**config.mk**
```make
export PLATFORM = sky130hd
export DESIGN_NAME = cfg_stream_loader
export DESIGN_NICKNAME = d
export VERILOG_FILES = /design/src/rtl/cfg_stream_loader.sv
export SDC_FILE = /design/constraint.sdc
export NUM_CORES = 1
export LEC_CHECK = 0
export CELL_PAD_IN_SITES_DETAIL_PLACEMENT = 0
export CELL_PAD_IN_SITES_GLOBAL_PLACEMENT = 1
export CORE_MARGIN = 5
export CORE_UTILIZATION = 40
export CTS_BUF_LIST = sky130_fd_sc_hd__clkbuf_2
export CTS_CLUSTER_SIZE = 25
export DETAILED_ROUTE_END_ITERATION = 8
export PLACE_DENSITY = 0.74
export SLEW_MARGIN = 20
export SYNTH_ARGS = -nofsm -noshare
export SYNTH_HDL_FRONTEND = slang
export SYNTH_SLANG_ARGS = --single-unit
```
**constraint.sdc**
```tcl
create_clock -name clk -period 2.55 [get_ports clk]
set_clock_uncertainty 0.2 [all_clocks]
set_input_delay 0.255 -clock clk [delete_from_list [all_inputs] [get_ports clk]]
set_output_delay 0.255 -clock clk [all_outputs]
set_load 0.005 [all_outputs]
```
**src/rtl/cfg_stream_loader.sv**
```systemverilog
// rtl/cfg_stream_loader.sv - framed config byte stream checker and config chain writer
//
// Receives frames of the form SYNC_BYTE, LEN, P[0..LEN-1], CHK (CHK = XOR of payload),
// buffers the payload, and only after the checksum matches shifts the payload into the
// config chain one word per cycle, P[0] first. Corrupt or malformed frames never reach
// the chain; they produce a single cfg_error pulse instead.
//
// Ports:
//   clk        - single clock, all logic on posedge
//   reset      - synchronous, active-high
//   in_data    - stream byte
//   in_valid   - in_data valid
//   in_ready   - byte accepted when in_valid && in_ready
//   cfg_data   - config word to chain, 8'h00 when cfg_shift is low
//   cfg_shift  - cfg_data is a valid config word this cycle
//   cfg_done   - one-cycle pulse, frame fully emitted
//   cfg_error  - one-cycle pulse, frame rejected (bad LEN or checksum)
//   busy       - high whenever not idle

module cfg_stream_loader #(
  parameter int          MAX_BYTES = 16,
  parameter logic [7:0]  SYNC_BYTE = 8'hA5
) (
  input  logic       clk,
  input  logic       reset,
  input  logic [7:0] in_data,
  input  logic       in_valid,
  output logic       in_ready,
  output logic [7:0] cfg_data,
  output logic       cfg_shift,
  output logic       cfg_done,
  output logic       cfg_error,
  output logic       busy
);

  // IW holds 0..MAX_BYTES; AW addresses the buffer itself.
  localparam int IW = $clog2(MAX_BYTES + 1);
  localparam int AW = (MAX_BYTES > 1) ? $clog2(MAX_BYTES) : 1;

  typedef enum logic [2:0] {
    S_IDLE,
    S_LEN,
    S_PAYLOAD,
    S_CHECK,
    S_EMIT,
    S_DONE,
    S_ERR
  } state_t;

  state_t          state_q, state_d;
  logic [IW-1:0]   idx_q;
  logic [IW-1:0]   len_q;
  logic [7:0]      acc_q;
  logic [7:0]      pbuf [MAX_BYTES];
  logic            accept;
  logic            last_idx;
  logic            len_bad;

  assign accept   = in_valid && in_ready;
  assign last_idx = (idx_q == len_q - IW'(1));
  // Range check on the full byte so values above MAX_BYTES cannot alias into range.
  assign len_bad  = (in_data == 8'd0) || (in_data > 8'(MAX_BYTES));

  always_ff @(posedge clk) begin
    if (reset) begin
      state_q <= S_IDLE;
    end else begin
      state_q <= state_d;
    end
  end

  always_comb begin
    state_d = state_q;
    case (state_q)
      S_IDLE:    if (accept && in_data == SYNC_BYTE) state_d = S_LEN;
      S_LEN:     if (accept) state_d = len_bad ? S_ERR : S_PAYLOAD;
      S_PAYLOAD: if (accept && last_idx) state_d = S_CHECK;
      S_CHECK:   if (accept) state_d = (in_data == acc_q) ? S_EMIT : S_ERR;
      S_EMIT:    if (last_idx) state_d = S_DONE;
      S_DONE:    state_d = S_IDLE;
      S_ERR:     state_d = S_IDLE;
      default:   state_d = S_IDLE;
    endcase
  end

  // Index, length and running checksum. idx counts payload bytes while receiving,
  // then is reused as the read pointer while emitting.
  always_ff @(posedge clk) begin
    if (reset) begin
      idx_q <= '0;
      len_q <= '0;
      acc_q <= 8'd0;
    end else begin
      case (state_q)
        S_LEN: begin
          if (accept) begin
            len_q <= in_data[IW-1:0];
            acc_q <= 8'd0;
            idx_q <= '0;
          end
        end
        S_PAYLOAD: begin
          if (accept) begin
            acc_q <= acc_q ^ in_data;
            idx_q <= idx_q + IW'(1);
          end
        end
        S_CHECK: begin
          if (accept) idx_q <= '0;
        end
        S_EMIT: begin
          idx_q <= idx_q + IW'(1);
        end
        default: begin
        end
      endcase
    end
  end

  // Payload buffer; contents are don't-care until written, so no reset.
  always_ff @(posedge clk) begin
    if (state_q == S_PAYLOAD && accept) begin
      pbuf[idx_q[AW-1:0]] <= in_data;
    end
  end

  // All outputs decode only from flops, so there is no input-to-output path.
  always_comb begin
    in_ready  = (state_q == S_IDLE) || (state_q == S_LEN) ||
                (state_q == S_PAYLOAD) || (state_q == S_CHECK);
    cfg_shift = (state_q == S_EMIT);
    cfg_data  = cfg_shift ? pbuf[idx_q[AW-1:0]] : 8'h00;
    cfg_done  = (state_q == S_DONE);
    cfg_error = (state_q == S_ERR);
    busy      = (state_q != S_IDLE);
  end

endmodule

```
==> results_dict.tcl, run 1 <==
set metrics [dict create \
    power_density_nw_per_um2 560 \
    grt_first_pass_wirelength_um 22400 \
    yosysMostFrequentCell "edfxtp_1" \
    tns_ns -4.97 \
    synth-edff-count 128 \
    synth.net_count 388 \
    p_comb_frac 0.025 \
    cts_max_level 4 \
    synth_cell_type_count 36 \
    crit_chain "buf_12 -> buf_12 -> buf_6 -> mux4_2 -> mux4_2 -> and2_1 -> buf_2" \
    hold_ws_ns 0.130 \
    max_slew_margin 0.656 \
    timing.hold.worst.class "in2reg" \
    setup_ws_ns -0.657 \
    cts-root-buf "clkbuf_2" \
    worstPathArrival_ns 2.75 \
    synth_seq_cells 153 \
    clock_path_buffers 2 \
    yosys-top-cells-area "edfxtp_1 60%, mux4_1 11%, dfxtp_1 7.8%, mux4_2 4.2%, nor2_1 2.1%" \
    ys.flop_type "edfxtp_1" \
    wirelength_um 14300 \
    dieHeight_um 137 \
    clock_latency_ns 0.70 \
    crit_path_top_delay_cell "mux4_2" \
    netlist.area_leader.share 0.600 \
    final.period_utilization 1.26 \
    path_delay_family "multiplexers" \
    p_int_uw 3300 \
    criticalPathCategory "reg2out" \
    grt_remaining_overflow 0 \
    io_pins 24 \
    min_to "state_q[1]" \
    ant_nets 0 \
    syn2layout_area_growth_pct 18.3 \
    cts_inserted_buffers 17 \
    dieArea_um2 18600 \
    holdCritStartpoint "in_valid" \
    cp.required_ns 2.10 \
    cap_violations 0 \
    drive_gt1_frac 0.317 \
    endpoint_kind "output port" \
    cpPeakStageDelay_ns 0.49 \
    final_hold_viol_count 0 \
    die_x_um 137 \
    path_buf_inv 4 \
    core_area_um2 15800 \
    switching_share 0.223 \
    drc 0 \
    violations "negative setup slack" \
    timing.rr.start "state_q[1]" \
    slew_viol_final 0 \
    via_count 3588 \
    portBuffers 23 \
    postSynthCellCount 372 \
    synthTopCellsByCount "128 x edfxtp_1, 36 x nor2_1, 28 x mux4_1" \
    worstMarginPinSlew_ns 0.512 \
    via_per_inst 5.23 \
    whs_path_depth 3 \
    n_antenna_cell 0 \
    power_uw 4240 \
    ff2ff_setup_slack_ns 0.52 \
    yosysSeqAreaShare 0.678 \
    p_seq_frac 0.637 \
    antenna_found_initial 0 \
    firstDrtPassIters 4 \
    clk_pin_slew_ns 0.23 \
    cts_tree "done" \
    p_leak_uw 0.00251 \
    post_synth_instance_area_um2 6410 \
    min_period_ns 3.21 \
    pre_cts_ws_ns -0.197 \
    irDropWorstVdd_v 0.000265 \
    status "finished, violations left" \
    finalSetupViolCount 8 \
    fin_nets 474 \
    max_freq_mhz 312 \
    pwr-share-clk 0.339 \
    avgSynthCellArea_um2 17.2 \
    start_kind "flop" \
    critical_path_peak_fanout 7 \
    initial_core_util 0.406 \
    hpwl_um 9230 \
    p_switching_uw 948 \
    place.gp.congestion 0.761 \
    rsz0062_at_grt "yes" \
    synth_warnings 0 \
    wl_per_cell_um 20.9 \
    grt_pass1_vias 3650 \
    clock-sinks 153 \
    grt_max_degree 33 \
    r2r_cells 6 \
    synth_area_leader_cell "edfxtp_1" \
    rows 46 \
    async_reset_ff_frac 0 \
    track_usage 0.166 \
    drtIter0Drc 357 \
    r2r-end "pbuf[4][5]" \
    cts_hold_buf 0 \
]
## power by group through the flow
stage	logic (uW)	clock network [uW]	registers, uW
floorplan	19.7	0	2760
global placement	98.9	0	2760
detailed placement	103	0	2760
CTS	105	1480	2700
global route	112	1600	2700
finish	105	1440	2700
## timing repair
item                                   CTS  global route
endpoints found under the hold margin    0             0
resized for setup                       74            14
buffers inserted                         9            11
pin swaps                                8             2
setup endpoints to repair               11            11
cloned                                   1             0
## sequential cells by signal, indices dropped and copies added, names as in the netlist, named ones only
register,cells
pbuf,128
len_q,5
acc_q,8
state_q,3
idx_q,5
## tightest hold or removal path, stage by stage
cell and delay, ns:
clkdlybuf4s50_1 0.50, a21oi_1 0.21, nor4_1 0.06
## worst max path at each step
stage	from	endpoint	slack, ns	depth (start not counted)
detailed placement	flop	cfg_data[1]	-0.20	5
global placement	flop	cfg_data[5]	-0.19	5
CTS	flop	cfg_data[2]	-0.75	7
finish	flop	cfg_data[5]	-0.66	7
global route	flop	cfg_data[2]	-0.81	7
floorplan	state_q[0]	pbuf[1][0]	0.14	6
## metrics by stage
step | cells | util | cell area, um^2
floorplan | 372 | - | 6410
global placement | 634 | 0.454 | 7160
global route | 686 | 0.480 | 7580
CTS | 675 | 0.474 | 7470
detailed placement | 634 | 0.454 | 7160
finish | 686 | 0.480 | 7580
## area by class of cell
class	count	area, um^2
clock inverters	13	171
multi-input cells	196	1880
repair buffers	83	785
well taps	216	270
inverters	7	31.3
clock buffers	18	90.1
fillers	1374	8190
flip-flops and latches	153	4350
## cells in the final DEF, fill, tap and decap left out, types with 4 or more instances in the layout
| cell type | n |
|---|---|
| edfxtp_1 | 128 |
| buf_4 | 48 |
| mux4_2 | 36 |
| nor2_1 | 35 |
| dfxtp_1 | 22 |
| clkbuf_2 | 19 |
| nand2_1 | 14 |
| xnor2_1 | 12 |
| clkdlybuf4s50_1 | 12 |
| o21ai_0 | 11 |
| a21oi_1 | 11 |
| buf_6 | 10 |
| nand3b_1 | 8 |
| inv_1 | 6 |
| and2_4 | 6 |
| nor3_1 | 6 |
| nand4_1 | 6 |
| xor2_1 | 5 |
| mux2i_1 | 5 |
| ha_1 | 5 |
| buf_12 | 5 |
| mux4_1 | 4 |
| and2_1 | 4 |
## cells by family (layout without fill, tap and decap cells)
kind of cell,after synthesis,after routing,synth area share
adder cells (fa/ha/maj),5,5,0.00977
flip-flops,153,153,0.678
XOR/XNOR,17,17,0.0232
AND/OR/NAND/NOR,95,95,0.0746
AO/OA/AOI/OAI,33,33,0.0289
multiplexers,46,46,0.167
buffers and inverters,23,121,0.0188
## routing by layer
metal	vias to the layer above	GRT usage	routed length (um)
li1	1637	-	-
met1	1834	0.234	6440
met2	106	0.261	7030
met3	11	0.0404	746
met4	0	0.0386	122
met5	-	0	0
No activity file was read; power rests on OpenSTA's default activity.
==> run 2: changes to the inputs <==
HOLD_SLACK_MARGIN = 0.08   (was not set)
PLACE_DENSITY = not set   (was 0.74)
PLACE_DENSITY_LB_ADDON = 0.08   (was not set)
SETUP_SLACK_MARGIN = 0.02   (was not set)
==> run 2 against run 1 <==
The flow still finishes with violations (negative setup slack). Global-route usage up 1.4 points. Worst setup slack worse by 0.021 ns. Register-to-register slack about the same. Core utilization up 0.11 points. Flip-flop and latch count unchanged. Total power down 2.7%. First-iteration DRC count down 22%. Sequential power about the same. Final cell count down 0.29%. Highest routed layer unchanged.
==> results_dict.tcl, run 2 (synthesis gave the netlist of run 1 again) <==
set metrics [dict create \
    status "finished, violations left" \
    violations "negative setup slack" \
    track_usage 0.180 \
    dp_cells 632 \
    place.gp.congestion 0.776 \
    hold_ws_ns 0.173 \
    rows 46 \
    fin_nets 472 \
    slew_viol_final 0 \
    firstDrtPassIters 4 \
    mostFrequentLayoutCell "edfxtp_1" \
    dpl_cell_area_um2 7120 \
    endpoint_kind "output port" \
    critical_path_peak_fanout 5 \
    timing.hold.worst.class "in2reg" \
    finalNonFillerCells 684 \
    drtIter0Drc 278 \
    design_area_um2 7590 \
    cap_violations 0 \
    crit_chain "buf_6 -> buf_8 -> buf_12 -> mux4_2 -> mux4_2 -> and2_4 -> buf_6" \
    max_slew_margin 0.631 \
    wl_per_cell_um 22.5 \
    clk_pin_slew_ns 0.23 \
    start_kind "flop" \
    max_freq_mhz 310 \
    crit_path_top_delay_cell "mux4_2" \
    clock_path_buffers 2 \
    core_area_um2 15800 \
    via_per_inst 5.26 \
    irDropWorstVdd_v 0.000256 \
    via_count 3600 \
    cts_max_level 4 \
    p_leak_uw 0.00246 \
    drc 0 \
    portBuffers 23 \
    mostFrequentLayoutCells "128 x edfxtp_1, 41 x buf_4, 36 x mux4_2" \
    grt_pass1_vias 3756 \
    dieArea_um2 18600 \
    n_antenna_cell 0 \
    top_layer "met4" \
    setup_ws_ns -0.678 \
    io_pins 24 \
    cts-root-buf "clkbuf_2" \
    final.period_utilization 1.27 \
    wirelength_um 15400 \
    wl_met3_um 589 \
    min_period_ns 3.23 \
    grt_remaining_overflow 0 \
    dieHeight_um 137 \
    final_hold_viol_count 0 \
    clock_latency_ns 0.70 \
    grt_first_pass_wirelength_um 23800 \
    worstMarginPinSlew_ns 0.550 \
    antenna_found_initial 0 \
    cpPeakStageDelay_ns 0.52 \
    rsz0062_at_grt "yes" \
    wl_met1_um 6690 \
    die_x_um 137 \
    cp.required_ns 2.10 \
    criticalPathCategory "reg2out" \
    clock-sinks 153 \
    cts_inserted_buffers 17 \
    grt_max_degree 33 \
    power_density_nw_per_um2 544 \
    worstPathArrival_ns 2.77 \
    finalSetupViolCount 8 \
    ant_nets 0 \
    hpwl_um 9750 \
    syn2layout_area_growth_pct 18.6 \
    drive_gt1_frac 0.314 \
    initial_core_util 0.406 \
    largest_register_ffs 128 \
    route.met2.wl_um 7820 \
    cts_tree "done" \
    nFillCells 1410 \
]
==> run 2: cell types whose count changed in the layout (fill, tap and decap cells not counted), sizes merged <==
cell / previous run / this run
dlygate4sd2: 1 / 3
clkbuf: 19 / 17
dlygate4sd3: 0 / 1
inv: 10 / 6
bufinv: 3 / 2
clkinv: 4 / 8
dlymetal6s2s: 2 / 0
buf: 67 / 65
clkinvlp: 3 / 5
==> run 2: critical path, delay by kind of cell, from the launching register on <==
| family | cells | cell delay [ns] |
|---|---|---|
| multiplexers | 2 | 1.03 |
| AND/OR/NAND/NOR | 1 | 0.16 |
| buffers and inverters | 4 | 0.45 |
| flip-flops | 1 | 0.44 |
==> run 2: area by class of cell <==
| type | count | area [um^2] | share of cell area |
|---|---|---|---|
| Clock inverter | 14 | 151 | 0.0199 |
| Timing Repair Buffer | 81 | 818 | 0.108 |
| Tap cell | 216 | 270 | 0.0356 |
| Multi-Input combinational cell | 196 | 1880 | 0.248 |
| Inverter | 7 | 33.8 | 0.00445 |
| Clock buffer | 17 | 85.1 | 0.0112 |
| Sequential cell | 153 | 4350 | 0.573 |
==> run 2: worst paths after layout <==
check | startpoint | cells past startpoint | end | slack (ns)
setup / recovery | flop | 7 | cfg_data[3] | -0.68
hold / removal | in_data[2] | 2 | pbuf[2][2] | 0.17
setup reg to reg | state_q[1] | 6 | pbuf[6][4] | 0.52
hold reg to reg | acc_q[2] | 2 | acc_q[2] | 0.31
==> run 2: power breakdown <==
group / total (uW) / switching (uW) / internal, uW
sequential: 2700 / 0.256 / 2700
combinational: 109 / 70.4 / 38.3
clock: 1320 / 871 / 448
==> run 2: metrics by stage <==
stage | power (uW) | setup TNS (ns) | worst slack (ns) | util
floorplan | 2780 | 0 | 0.139 | -
global placement | 2860 | -1.28 | -0.175 | 0.451
detailed placement | 2870 | -1.32 | -0.182 | 0.451
CTS | 4180 | -5.60 | -0.756 | 0.479
global route | 4300 | -5.98 | -0.761 | 0.482
finish | 4130 | -5.09 | -0.678 | 0.482
==> run 2: what timing repair did <==
action                                  CTS  global route
hold buffers                              1             0
hold endpoints to repair                  1             0
endpoints found under the setup margin   12             9
gates cloned                              3             0
pin swaps                                 7             1
buffers inserted                         15             2
resized for setup                        87             5
==> run 2: layer usage <==
layer  track usage  vias to the layer above
met2         0.296                       82
li1              -                     1625
met5             0                        -
met3        0.0353                       21
met1         0.242                     1872
met4        0.0566                        0
